### src/rtl/ctrl_pipe_pkg.sv
// Shared definitions for the EX/MEM/WB control pipeline: ALU codes, ALUOp/funct
// encodings, per-stage control bundles and their bubble values.
package ctrl_pipe_pkg;

  localparam int ALUOP_W   = 2;
  localparam int FUNCT_W   = 6;
  localparam int CTL_W_DEF = 4;

  localparam logic [CTL_W_DEF-1:0] ALU_ADD = 4'b0010;
  localparam logic [CTL_W_DEF-1:0] ALU_SUB = 4'b0110;
  localparam logic [CTL_W_DEF-1:0] ALU_AND = 4'b0000;
  localparam logic [CTL_W_DEF-1:0] ALU_OR  = 4'b0001;
  localparam logic [CTL_W_DEF-1:0] ALU_SLT = 4'b0111;
  localparam logic [CTL_W_DEF-1:0] ALU_ILL = 4'b1111;

  localparam logic [ALUOP_W-1:0] ALUOP_ADD   = 2'b00;
  localparam logic [ALUOP_W-1:0] ALUOP_SUB   = 2'b01;
  localparam logic [ALUOP_W-1:0] ALUOP_FUNCT = 2'b10;

  localparam logic [FUNCT_W-1:0] FUNCT_ADD = 6'b100000;
  localparam logic [FUNCT_W-1:0] FUNCT_SUB = 6'b100010;
  localparam logic [FUNCT_W-1:0] FUNCT_AND = 6'b100100;
  localparam logic [FUNCT_W-1:0] FUNCT_OR  = 6'b100101;
  localparam logic [FUNCT_W-1:0] FUNCT_SLT = 6'b101010;

  typedef struct packed {
    logic                 valid;
    logic                 reg_write;
    logic                 memto_reg;
    logic                 branch;
    logic                 mem_read;
    logic                 mem_write;
    logic                 reg_dst;
    logic                 alu_src;
    logic [CTL_W_DEF-1:0] alu_ctl;
    logic                 illegal;
  } ex_ctrl_t;

  typedef struct packed {
    logic valid;
    logic reg_write;
    logic memto_reg;
    logic branch;
    logic mem_read;
    logic mem_write;
  } mem_ctrl_t;

  typedef struct packed {
    logic valid;
    logic reg_write;
    logic memto_reg;
  } wb_ctrl_t;

  // Reset clears everything; a bubble differs only in carrying the add code.
  localparam ex_ctrl_t EX_RESET = '0;
  localparam ex_ctrl_t EX_BUBBLE = '{valid: 1'b0, reg_write: 1'b0, memto_reg: 1'b0,
                                     branch: 1'b0, mem_read: 1'b0, mem_write: 1'b0,
                                     reg_dst: 1'b0, alu_src: 1'b0, alu_ctl: ALU_ADD,
                                     illegal: 1'b0};
  localparam mem_ctrl_t MEM_BUBBLE = '0;
  localparam wb_ctrl_t  WB_BUBBLE  = '0;

  function automatic mem_ctrl_t ex_to_mem(input ex_ctrl_t e);
    return '{valid: e.valid, reg_write: e.reg_write, memto_reg: e.memto_reg,
             branch: e.branch, mem_read: e.mem_read, mem_write: e.mem_write};
  endfunction

  function automatic wb_ctrl_t mem_to_wb(input mem_ctrl_t m);
    return '{valid: m.valid, reg_write: m.reg_write, memto_reg: m.memto_reg};
  endfunction

endpackage

### src/rtl/ctrl_pipe_ex_mem_wb_alu_control.sv
// Combinational ALU control: maps ALUOp and funct to an ALU operation code,
// flagging encodings that have no defined operation.
module alu_control
  import ctrl_pipe_pkg::*;
(
  input  logic [ALUOP_W-1:0]   i_aluop,
  input  logic [FUNCT_W-1:0]   i_funct,
  output logic [CTL_W_DEF-1:0] o_alu_ctl,
  output logic                 o_illegal
);

  always_comb begin
    o_alu_ctl = ALU_ILL;
    o_illegal = 1'b1;
    case (i_aluop)
      ALUOP_ADD: begin
        o_alu_ctl = ALU_ADD;
        o_illegal = 1'b0;
      end
      ALUOP_SUB: begin
        o_alu_ctl = ALU_SUB;
        o_illegal = 1'b0;
      end
      ALUOP_FUNCT: begin
        o_illegal = 1'b0;
        case (i_funct)
          FUNCT_ADD: o_alu_ctl = ALU_ADD;
          FUNCT_SUB: o_alu_ctl = ALU_SUB;
          FUNCT_AND: o_alu_ctl = ALU_AND;
          FUNCT_OR:  o_alu_ctl = ALU_OR;
          FUNCT_SLT: o_alu_ctl = ALU_SLT;
          default: begin
            o_alu_ctl = ALU_ILL;
            o_illegal = 1'b1;
          end
        endcase
      end
      default: ;
    endcase
  end

endmodule

### src/rtl/ctrl_pipe_ex_mem_wb.sv
// ID->EX->MEM->WB control-bundle pipeline with stall bubbles and branch flush.
// Define CTRL_PIPE_STATS_EN to build saturating bubble/flush statistics counters.
module ctrl_pipe_ex_mem_wb
  import ctrl_pipe_pkg::*;
#(
  parameter int CNT_W     = 16,
  parameter int ALU_CTL_W = CTL_W_DEF
) (
  input  logic                 clk,
  input  logic                 reset,
  input  logic                 id_valid,
  input  logic                 id_RegWrite,
  input  logic                 id_MemtoReg,
  input  logic                 id_Branch,
  input  logic                 id_MemRead,
  input  logic                 id_MemWrite,
  input  logic                 id_RegDst,
  input  logic                 id_ALUSrc,
  input  logic [1:0]           id_ALUOp,
  input  logic [5:0]           id_funct,
  input  logic                 stall,
  input  logic                 flush,
  output logic                 ex_valid,
  output logic                 mem_valid,
  output logic                 wb_valid,
  output logic                 ex_RegDst,
  output logic                 ex_ALUSrc,
  output logic [ALU_CTL_W-1:0] ex_alu_ctl,
  output logic                 ex_alu_illegal,
  output logic                 ex_MemRead,
  output logic                 mem_Branch,
  output logic                 mem_MemRead,
  output logic                 mem_MemWrite,
  output logic                 wb_RegWrite,
  output logic                 wb_MemtoReg,
  output logic [CNT_W-1:0]     bubble_cnt,
  output logic [CNT_W-1:0]     flush_cnt
);

  ex_ctrl_t  r_ex;
  mem_ctrl_t r_mem;
  wb_ctrl_t  r_wb;
  ex_ctrl_t  w_id_ctrl;
  logic [CTL_W_DEF-1:0] w_alu_ctl;
  logic                 w_alu_illegal;

  alu_control u_alu_control (
    .i_aluop   (id_ALUOp),
    .i_funct   (id_funct),
    .o_alu_ctl (w_alu_ctl),
    .o_illegal (w_alu_illegal)
  );

  // An invalid ID slot becomes a bubble regardless of what its control bits say.
  always_comb begin
    w_id_ctrl = EX_BUBBLE;
    if (id_valid) begin
      w_id_ctrl = '{valid: 1'b1, reg_write: id_RegWrite, memto_reg: id_MemtoReg,
                    branch: id_Branch, mem_read: id_MemRead, mem_write: id_MemWrite,
                    reg_dst: id_RegDst, alu_src: id_ALUSrc, alu_ctl: w_alu_ctl,
                    illegal: w_alu_illegal};
    end
  end

  always_ff @(posedge clk) begin
    if (reset) begin
      r_ex  <= EX_RESET;
      r_mem <= MEM_BUBBLE;
      r_wb  <= WB_BUBBLE;
    end else if (flush) begin
      r_ex  <= EX_BUBBLE;
      r_mem <= MEM_BUBBLE;
      r_wb  <= mem_to_wb(r_mem);
    end else if (stall) begin
      r_ex  <= EX_BUBBLE;
      r_mem <= ex_to_mem(r_ex);
      r_wb  <= mem_to_wb(r_mem);
    end else begin
      r_ex  <= w_id_ctrl;
      r_mem <= ex_to_mem(r_ex);
      r_wb  <= mem_to_wb(r_mem);
    end
  end

  assign ex_valid       = r_ex.valid;
  assign ex_RegDst      = r_ex.reg_dst;
  assign ex_ALUSrc      = r_ex.alu_src;
  assign ex_alu_ctl     = r_ex.alu_ctl;
  assign ex_alu_illegal = r_ex.illegal;
  assign ex_MemRead     = r_ex.mem_read;
  assign mem_valid      = r_mem.valid;
  assign mem_Branch     = r_mem.branch;
  assign mem_MemRead    = r_mem.mem_read;
  assign mem_MemWrite   = r_mem.mem_write;
  assign wb_valid       = r_wb.valid;
  assign wb_RegWrite    = r_wb.reg_write;
  assign wb_MemtoReg    = r_wb.memto_reg;

`ifdef CTRL_PIPE_STATS_EN
  logic [CNT_W-1:0] r_bubble_cnt;
  logic [CNT_W-1:0] r_flush_cnt;

  // A stall coinciding with a flush is not a bubble of its own.
  always_ff @(posedge clk) begin
    if (reset) begin
      r_bubble_cnt <= '0;
      r_flush_cnt  <= '0;
    end else begin
      if (flush && (r_flush_cnt != '1))
        r_flush_cnt <= r_flush_cnt + 1'b1;
      if (stall && !flush && (r_bubble_cnt != '1))
        r_bubble_cnt <= r_bubble_cnt + 1'b1;
    end
  end

  assign bubble_cnt = r_bubble_cnt;
  assign flush_cnt  = r_flush_cnt;
`else
  assign bubble_cnt = '0;
  assign flush_cnt  = '0;
`endif

endmodule
### config.mk
export PLATFORM = sky130hd
export DESIGN_NAME = ctrl_pipe_ex_mem_wb
export DESIGN_NICKNAME = d
export VERILOG_FILES = /design/src/rtl/ctrl_pipe_pkg.sv /design/src/rtl/ctrl_pipe_ex_mem_wb_alu_control.sv /design/src/rtl/ctrl_pipe_ex_mem_wb.sv
export SDC_FILE = /design/constraint.sdc
export NUM_CORES = 1
export LEC_CHECK = 0
export BUFFER_PORTS_ARGS = -buffer_cell sky130_fd_sc_hd__buf_2
export CORE_UTILIZATION = 40
export DETAILED_ROUTE_END_ITERATION = 10
export GPL_TIMING_DRIVEN = 0
export PLACE_DENSITY = 0.82
export SETUP_SLACK_MARGIN = 0.2
export SLEW_MARGIN = 0
export SYNTH_ARGS = -nofsm -noshare
export SYNTH_HDL_FRONTEND = slang
export SYNTH_HIERARCHICAL = 1
export SYNTH_SLANG_ARGS = --single-unit
### constraint.sdc
create_clock -name clk -period 1.03 [get_ports clk]
set_input_delay 0 -clock clk [delete_from_list [all_inputs] [get_ports clk]]
set_output_delay 0 -clock clk [all_outputs]
set_load 0.005 [all_outputs]
==> impl_metrics.yaml, run 1 <==
detailed_routing:
  first_pass_iters: 2
  drt-vias-per-instance: 3.75
  dr.first_iter.drc_count: 3
  routed_wl_mm: 1.89
  vias: 757
  drc: 0
  wl_per_cell_um: 9.35
  ant_nets: 0
power_and_ir_drop:
  internal_power_mw: 1.16
  netSwitchingFraction: 0.220
  vdd_drop_max_uv: 687
  power_density_nw_per_um2: 1020
  combPwrFrac: 0.179
  power_frac_seq: 0.581
  pwr-share-clk: 0.239
  power_mw: 1.49
  switching_power_mw: 0.328
  p_leak_nw: 0.803
job:
  maxCapViolations: 0
placed_design:
  port_buffers: 35
  dp_hpwl_mm: 1.47
  dp_slack_ns: -0.131
  gp_congestion: 0.678
min_path:
  hold_depth: 3
  hp-class: "in -> reg"
  hp-start: "stall"
  holdPathEnd: "ex_alu_ctl[1]"
global_route:
  grt_pass1_vias: 740
  grt_max_degree: 12
  grt_pass1_wl_mm: 2.91
  grt.overflow.total: 0
  track_usage: 0.149
  antenna_found_initial: 0
clocking:
  cts_tree: "yes"
  clk_pin_slew_ns: 0.10
  clkSinkCount: 22
  cts_root_buf: "clkbuf_4"
  cts_buffer_depth: 2
  postCtsSetupBuffers: 0
  cts_made_buffers: 3
  hold_buffers: 8
  h-tree-depth: 1
  clk_latency_ns: 0.29
floorplanning:
  pin_count: 68
  rows: 17
  die_w_um: 51.5
  core_sq_um: 2250
  die-area_sq_um: 2650
  start_util: 0.435
  fp.dieH_um: 51.5
worst_setup_path:
  crit_type: "reg -> out"
  path_buf_inv: 2
  cp-end-kind: "output port"
  worstPathMaxFanout: 1
  arrival_ns: 0.82
  rr_startpoint: "ex_MemRead"
  cp.required_ns: 1.03
  cpPeakStageDelay_ns: 0.31
  crit_path_cell_trace: "buf_4, buf_6"
  reg2reg_depth: 1
  cp_slowest_cell: "dfxtp_1"
  r2r_end: "mem_MemRead"
  rrSetupSlack_ns: 0.48
  cp_top_family: "flip-flops"
  crit_path_start_kind: "register"
yosys:
  seq_area_frac_synth: 0.450
  synth-seq-cells: 22
  yosys_warnings: 6
  ys_types: 19
  syn-mean-instance-area_sq_um: 10.1
  netlist_area_sq_um: 980
  netlist_instances: 97
sta:
  fin_ws_ns: 0.208
  period_needed_ns: 0.822
  slew_viol_final: 0
  hold_slack_ns: -0.0105
  fmax_mhz: 1220
  final-setup-viol-count: 0
  final.setup.tns_ns: 0
  rsz0062_at_grt: "yes"
  hold_violations: 1
  fin_skew_ns: 0.00291
  min_period_over_period: 0.798
cells_and_area:
  area_delta_synth_final_pct: 48.7
  nets: 196
  layout.cells.most_common: "buf_4"
  final_cell_mix: "buf_4, conb_1, buf_2"
  layout-drive-gt1-share: 0.477
  diodes: 0
  filler_cell_count: 189
  utilization: 0.646
status:
  outcome: "finished with violations"
  violations: "hold timing"
area by class of cell:
class | instances | area [sq um] | share of cell area
clock buffer | 3 | 22.5 | 0.0155
inverter | 1 | 3.75 | 0.00258
multi-input combinational | 67 | 375 | 0.258
buffer | 38 | 297 | 0.204
sequential | 22 | 443 | 0.304
tap | 28 | 35.0 | 0.0241
timing repair buffer | 43 | 280 | 0.192
worst max path at each step:
stage                  start             to  cells after the start
5_1_grt        ex_alu_ctl[1]  ex_alu_ctl[1]                      2
6_report       ex_alu_ctl[0]  ex_alu_ctl[0]                      2
4_1_cts        ex_alu_ctl[0]  ex_alu_ctl[0]                      2
2_1_floorplan    id_funct[4]  ex_alu_ctl[1]                      5
3_5_place_dp     id_funct[4]  ex_alu_ctl[1]                      6
3_3_place_gp     id_funct[4]  ex_alu_ctl[1]                      6
state kept, by name (all words and copies together), names as in the netlist:
register        cells
ex_ALUSrc           1
ex_alu_ctl          4
r_mem               2
mem_valid           1
mem_MemWrite        1
wb_valid            1
ex_RegDst           1
mem_MemRead         1
wb_MemtoReg         1
ex_MemRead          1
mem_Branch          1
r_ex                4
wb_RegWrite         1
ex_alu_illegal      1
ex_valid            1
what timing repair did:
| item | CTS | global route |
|---|---|---|
| hold endpoints to repair | 11 | 1 |
| resized for setup | 7 | 2 |
| gates cloned | 0 | 0 |
| setup endpoints to repair | 5 | 4 |
metrics by stage:
step / area [sq um] / std cells
2_1_floorplan: 1100 / 128
3_3_place_gp: 1310 / 191
5_1_grt: 1460 / 202
6_report: 1460 / 202
4_1_cts: 1450 / 202
3_5_place_dp: 1310 / 191
cell families after synthesis:
kind of cell    synth area share
flops                      0.450
other cells              0.00383
buf+inv                    0.299
compound gates            0.0447
simple gates               0.203
power groups by stage:
stage | Combinational, mW | Sequential [mW] | Clock, mW
final | 0.267 | 0.867 | 0.357
after global routing | 0.293 | 0.869 | 0.403
after CTS | 0.257 | 0.866 | 0.377
after detailed placement | 0.226 | 0.885 | 0
after global placement | 0.221 | 0.885 | 0
after floorplan | 0.158 | 0.886 | 0
synthesized netlist by cell type:
cell type,n,share of area
buf_4,37,0.28
dfxtp_1,22,0.45
and2_1,17,0.11
nor2b_1,4,0.026
nand2b_1,2,0.013
nor2_1,2,0.0077
a2111oi_2,1,0.015
a21boi_0,1,0.0077
a21boi_1,1,0.0077
a21oi_1,1,0.0051
buf_6,1,0.011
conb_1,1,0.0038
inv_2,1,0.0038
nand2_1,1,0.0038
nand4_1,1,0.0064
nor3_1,1,0.0051
nor4b_1,1,0.0089
nor4b_4,1,0.024
o41ai_1,1,0.0089
routing by layer:
layer / routed length (um) / share of wire / vias to the layer above / global-route usage
met1: 643 / 0.34 / 323 / 0.136
met3: 156 / 0.083 / 0 / 0.0234
met5: 0 / 0 / - / 0
met4: 0 / 0 / 0 / 0.0541
met2: 1090 / 0.58 / 41 / 0.318
li1: - / - / 393 / -
(Power assumes the default switching activity.)
==> run 2: changes to the inputs <==
Clock period 1.03 ns to 0.82 ns, I/O delays scaled along.
==> run 2 against run 1 <==
  * The flow finishes with violations (hold timing, setup timing)
  * Setup slack got worse by 0.24 ns
  * Sequential cell count did not move
  * Core utilization rose by 4.4 points
  * Hold slack got worse by 0.022 ns
  * Register-to-register slack got worse by 0.21 ns
  * Clock-buffer cell count did not move
  * Clock skew barely moved
  * Die area did not move
  * Critical endpoint is now ex_alu_ctl[3]
==> impl_metrics.yaml, run 2 (same netlist as run 1, synthesis figures left out) <==
detailed_routing:
  wl_per_cell_um: 8.99
  dr.first_iter.drc_count: 3
  wl_met1_um: 633
  ant_nets: 0
  first_pass_iters: 4
  vias: 758
  top_layer_used: "met4"
  wl_met2_um: 992
  routed_wl_mm: 1.82
  drt-vias-per-instance: 3.73
  wl_met3_um: 169
  drc: 0
clocking:
  clkSinkCount: 22
  h-tree-depth: 1
  clk_pin_slew_ns: 0.12
  cts_made_buffers: 3
  cts_tree: "yes"
  cts_root_buf: "clkbuf_4"
  clk_latency_ns: 0.30
  cts_buffer_depth: 2
  hold_buffers: 8
floorplanning:
  rows: 17
  die-area_sq_um: 2650
  start_util: 0.435
  die_w_um: 51.5
  core_sq_um: 2250
  pin_count: 68
  fp.dieH_um: 51.5
sta:
  fmax_mhz: 1180
  final-setup-viol-count: 4
  min_period_over_period: 1.03
  rsz0062_at_grt: "yes"
  final.setup.tns_ns: -0.100
  hold_violations: 1
  fin_ws_ns: -0.0281
  hold_slack_ns: -0.0325
  slew_viol_final: 0
  fin_skew_ns: 0.00312
  period_needed_ns: 0.848
worst_setup_path:
  cp-end-kind: "output port"
  arrival_ns: 0.85
  crit_type: "reg -> out"
  crit_path_end: "ex_alu_ctl[3]"
  worstPathMaxFanout: 1
  cp-startpoint: "ex_alu_ctl[3]"
  r2r_end: "mem_valid"
  reg2reg_depth: 1
  rr_startpoint: "ex_valid"
  cp.required_ns: 0.82
  rrSetupSlack_ns: 0.27
  crit_path_start_kind: "register"
power_and_ir_drop:
  vdd_drop_max_uv: 1020
  p_leak_nw: 0.844
  power_density_nw_per_um2: 1450
placed_design:
  gp_congestion: 0.645
  port_buffers: 35
  dp_slack_ns: -0.227
  dp_hpwl_mm: 1.37
cells_and_area:
  utilization: 0.690
  nets: 196
  final_cell_mix: "buf_4, conb_1, buf_2"
  layout-drive-gt1-share: 0.537
  layout.cells.most_common: "buf_4"
  diodes: 0
  area_delta_synth_final_pct: 58.9
min_path:
  hp-class: "in -> reg"
global_route:
  grt_max_degree: 14
  antenna_found_initial: 0
  grt_pass1_wl_mm: 2.68
  grt_pass1_vias: 682
  track_usage: 0.136
  grt.overflow.total: 0
job:
  maxCapViolations: 0
status:
  violations: "hold timing, setup timing"
  outcome: "finished with violations"
run 2: cell types whose count changed in the layout (fill, tap and decap cells not counted), sizes merged:
| cell | delta |
|---|---|
| dlymetal6s4s | +1 |
| bufinv | +1 |
| dlygate4sd3 | -1 |
run 2: per-layer routing:
metal / track usage / vias up
li1: - / 392
met4: 0.0495 / 0
met5: 0 / -
met1: 0.123 / 320
met2: 0.275 / 42
met3: 0.0439 / 4
run 2: final cells by class:
class	instances	area, sq um
multi-input combinational	67	408
timing repair buffer	43	308
inverter	1	6.26
clock buffer	3	22.5
tap	28	35.0
clock inverter	1	30.0
sequential	22	450
buffer	38	297
fill	189	698
run 2: worst min path at each step:
stage / startpoint / end / slack, ns / cells past startpoint
finish: stall / ex_alu_ctl[1] / -0.03 / 3
global route: stall / ex_alu_ctl[1] / -0.04 / 3
CTS: stall / ex_alu_ctl[1] / -0.04 / 3
detailed placement: id_MemtoReg / r_ex[10] / 0.20 / 2
global placement: id_ALUSrc / ex_ALUSrc / 0.20 / 2
floorplan: reset / wb_MemtoReg / 0.07 / 1
run 2: worst max-delay path, cell delays in order (launching register included):
cell and delay, ns:
dfxtp_2 0.34, buf_6 0.10, buf_6 0.10
run 2: stage by stage:
stage / power [mW] / instance area, sq um / instances
after floorplan: 1.32 / 1120 / 128
after global placement: 1.39 / 1330 / 191
after detailed placement: 1.40 / 1330 / 191
after CTS: 2.26 / 1520 / 203
after global routing: 2.36 / 1560 / 203
final: 2.26 / 1560 / 203
run 2: repair_timing:
item                                    4_1_cts  5_1_grt
endpoints found under the setup margin       17       21
gates resized for setup                      13       11
setup buffers                                 0        0
hold endpoints to repair                     11        1
pin swaps                                     1        0
run 2: report_power, final:
| group | switching, mW | leakage (nW) | internal (mW) |
|---|---|---|---|
| Combinational | 0.137 | 0.634 | 0.221 |
| Clock | 0.322 | 0.0279 | 0.494 |
| Sequential | 0.00470 | 0.182 | 1.08 |
| Total | 0.464 | 0.844 | 1.80 |
==> run 3: changes to the inputs <==
Settings changed: CORE_UTILIZATION 40 to 42, CTS_BUF_LIST from default to sky130_fd_sc_hd__clkbuf_2, PLACE_DENSITY 0.82 to 0.85.
==> run 3 against run 2 <==
  * The flow still finishes with violations (hold timing, setup timing)
  * Setup slack got worse by 0.014 ns
  * Non-clock buffer count did not move
  * Sequential cell count did not move
  * Global-route usage fell by 0.25 points
  * Register-to-register slack is essentially flat
  * Critical endpoint is now ex_alu_ctl[1]
  * Via count is 0.92% lower
  * Sequential power hardly changed
  * Clock skew grew 0.0039 ns
  * Wire length fell by 8.1%
==> impl_metrics.yaml, run 3 (same netlist as run 1, synthesis figures left out) <==
status:
  outcome: "finished with violations"
  violations: "hold timing, setup timing"
clocking:
  clkSinkCount: 22
  cts_buffer_depth: 2
  postCtsSetupBuffers: 0
  h-tree-depth: 1
  hold_buffers: 8
  cts_tree: "yes"
  cts_root_buf: "clkbuf_2"
  cts_made_buffers: 3
  clk_pin_slew_ns: 0.17
  clk_latency_ns: 0.31
placed_design:
  dp_hpwl_mm: 1.34
  gp_congestion: 0.630
  placed_cell_area_sq_um: 1330
  port_buffers: 35
worst_setup_path:
  cp_top_family: "flip-flops"
  crit_type: "reg -> out"
  arrival_ns: 0.86
  cpPeakStageDelay_ns: 0.34
  crit_path_start_kind: "register"
  cp.required_ns: 0.82
  path_buf_inv: 2
  cp-end-kind: "output port"
  crit_path_cell_trace: "buf_4, buf_6"
  cp_slowest_cell: "dfxtp_1"
  worstPathMaxFanout: 1
detailed_routing:
  drc: 0
  dr.first_iter.drc_count: 3
  first_pass_iters: 4
  drt-vias-per-instance: 3.72
  ant_nets: 0
  wl_per_cell_um: 8.30
  routed_wl_mm: 1.68
  vias: 751
power_and_ir_drop:
  vdd_drop_max_uv: 640
  p_leak_nw: 0.826
  power_mw: 1.83
  power_density_nw_per_um2: 1210
floorplanning:
  pin_count: 68
  start_util: 0.443
  rows: 17
  die-area_sq_um: 2530
  die_w_um: 50.3
  core_sq_um: 2210
  fp.dieH_um: 50.3
sta:
  period_needed_ns: 0.862
  final-setup-viol-count: 4
  hold_slack_ns: -0.0415
  min_period_over_period: 1.05
  hold_violations: 1
  fmax_mhz: 1160
  rsz0062_at_grt: "yes"
  fin_skew_ns: 0.00702
  fin_ws_ns: -0.0419
  slew_viol_final: 0
cells_and_area:
  fin_area_sq_um: 1510
  layout-drive-gt1-share: 0.523
  nets: 196
  final_cell_mix: "buf_4, conb_1, buf_2"
  diodes: 0
  area_delta_synth_final_pct: 53.8
  layout.cells.most_common: "buf_4"
  utilization: 0.681
global_route:
  grt_pass1_vias: 638
  grt_max_degree: 12
  grt_pass1_wl_mm: 2.57
  track_usage: 0.134
  antenna_found_initial: 0
  grt.overflow.total: 0
job:
  maxCapViolations: 0
min_path:
  hp-class: "in -> reg"
run 3: cell types whose count changed in the layout (fill, tap and decap cells not counted), sizes merged:
cell,delta
bufinv,-1
run 3: worst paths after layout:
check             cells after the start       endpoint          start  slack (ns)
setup / recovery                      2  ex_alu_ctl[1]  ex_alu_ctl[1]       -0.04
hold / removal                        3  ex_alu_ctl[1]          stall       -0.04
setup reg to reg                      1       wb_valid      mem_valid        0.26
hold reg to reg                       1   mem_MemWrite        r_ex[7]        0.45
run 3: tightest hold or removal path, delay by kind of cell:
family | cells | cell delay [ns]
buffers and inverters | 1 | 0.12
AND/OR/NAND/NOR | 2 | 0.12
run 3: stage by stage:
step | std cells | hold WS [ns] | worst slack [ns] | setup TNS, ns
floorplan | 128 | 0.0716 | -0.0143 | -0.0143
global placement | 191 | 0.200 | -0.165 | -0.399
detailed placement | 191 | 0.207 | -0.180 | -0.568
CTS | 202 | -0.0460 | -0.0548 | -0.210
global route | 202 | -0.0421 | -0.0945 | -0.385
finish | 202 | -0.0415 | -0.0419 | -0.161
run 3: layout make-up:
| cell class | instances | area (sq um) |
|---|---|---|
| clock buffers | 3 | 15.0 |
| repair buffers | 43 | 302 |
| well taps | 28 | 35.0 |
| inverters | 1 | 3.75 |
| plain buffers | 38 | 289 |
| flip-flops and latches | 22 | 448 |
| fillers | 176 | 706 |
| multi-input cells | 67 | 414 |
run 3: where the power goes:
| part | internal, mW | leakage (nW) | total, mW | switching, mW |
|---|---|---|---|---|
| Sequential | 1.09 | 0.181 | 1.09 | 0.00463 |
| Combinational | 0.218 | 0.633 | 0.352 | 0.135 |
| Clock | 0.0997 | 0.0125 | 0.386 | 0.286 |
| Total | 1.40 | 0.826 | 1.83 | 0.425 |
run 3: what timing repair did:
action / CTS / global route
endpoints found under the hold margin: 11 / 1
resized for setup: 9 / 9
endpoints found under the setup margin: 17 / 19
pin swaps: 2 / 3
run 3: layer usage:
metal  global-route usage  wire length (um)
met4               0.0417                19
met5                    0                 0
met1                0.134               597
met2                0.273               904
met3               0.0212               155
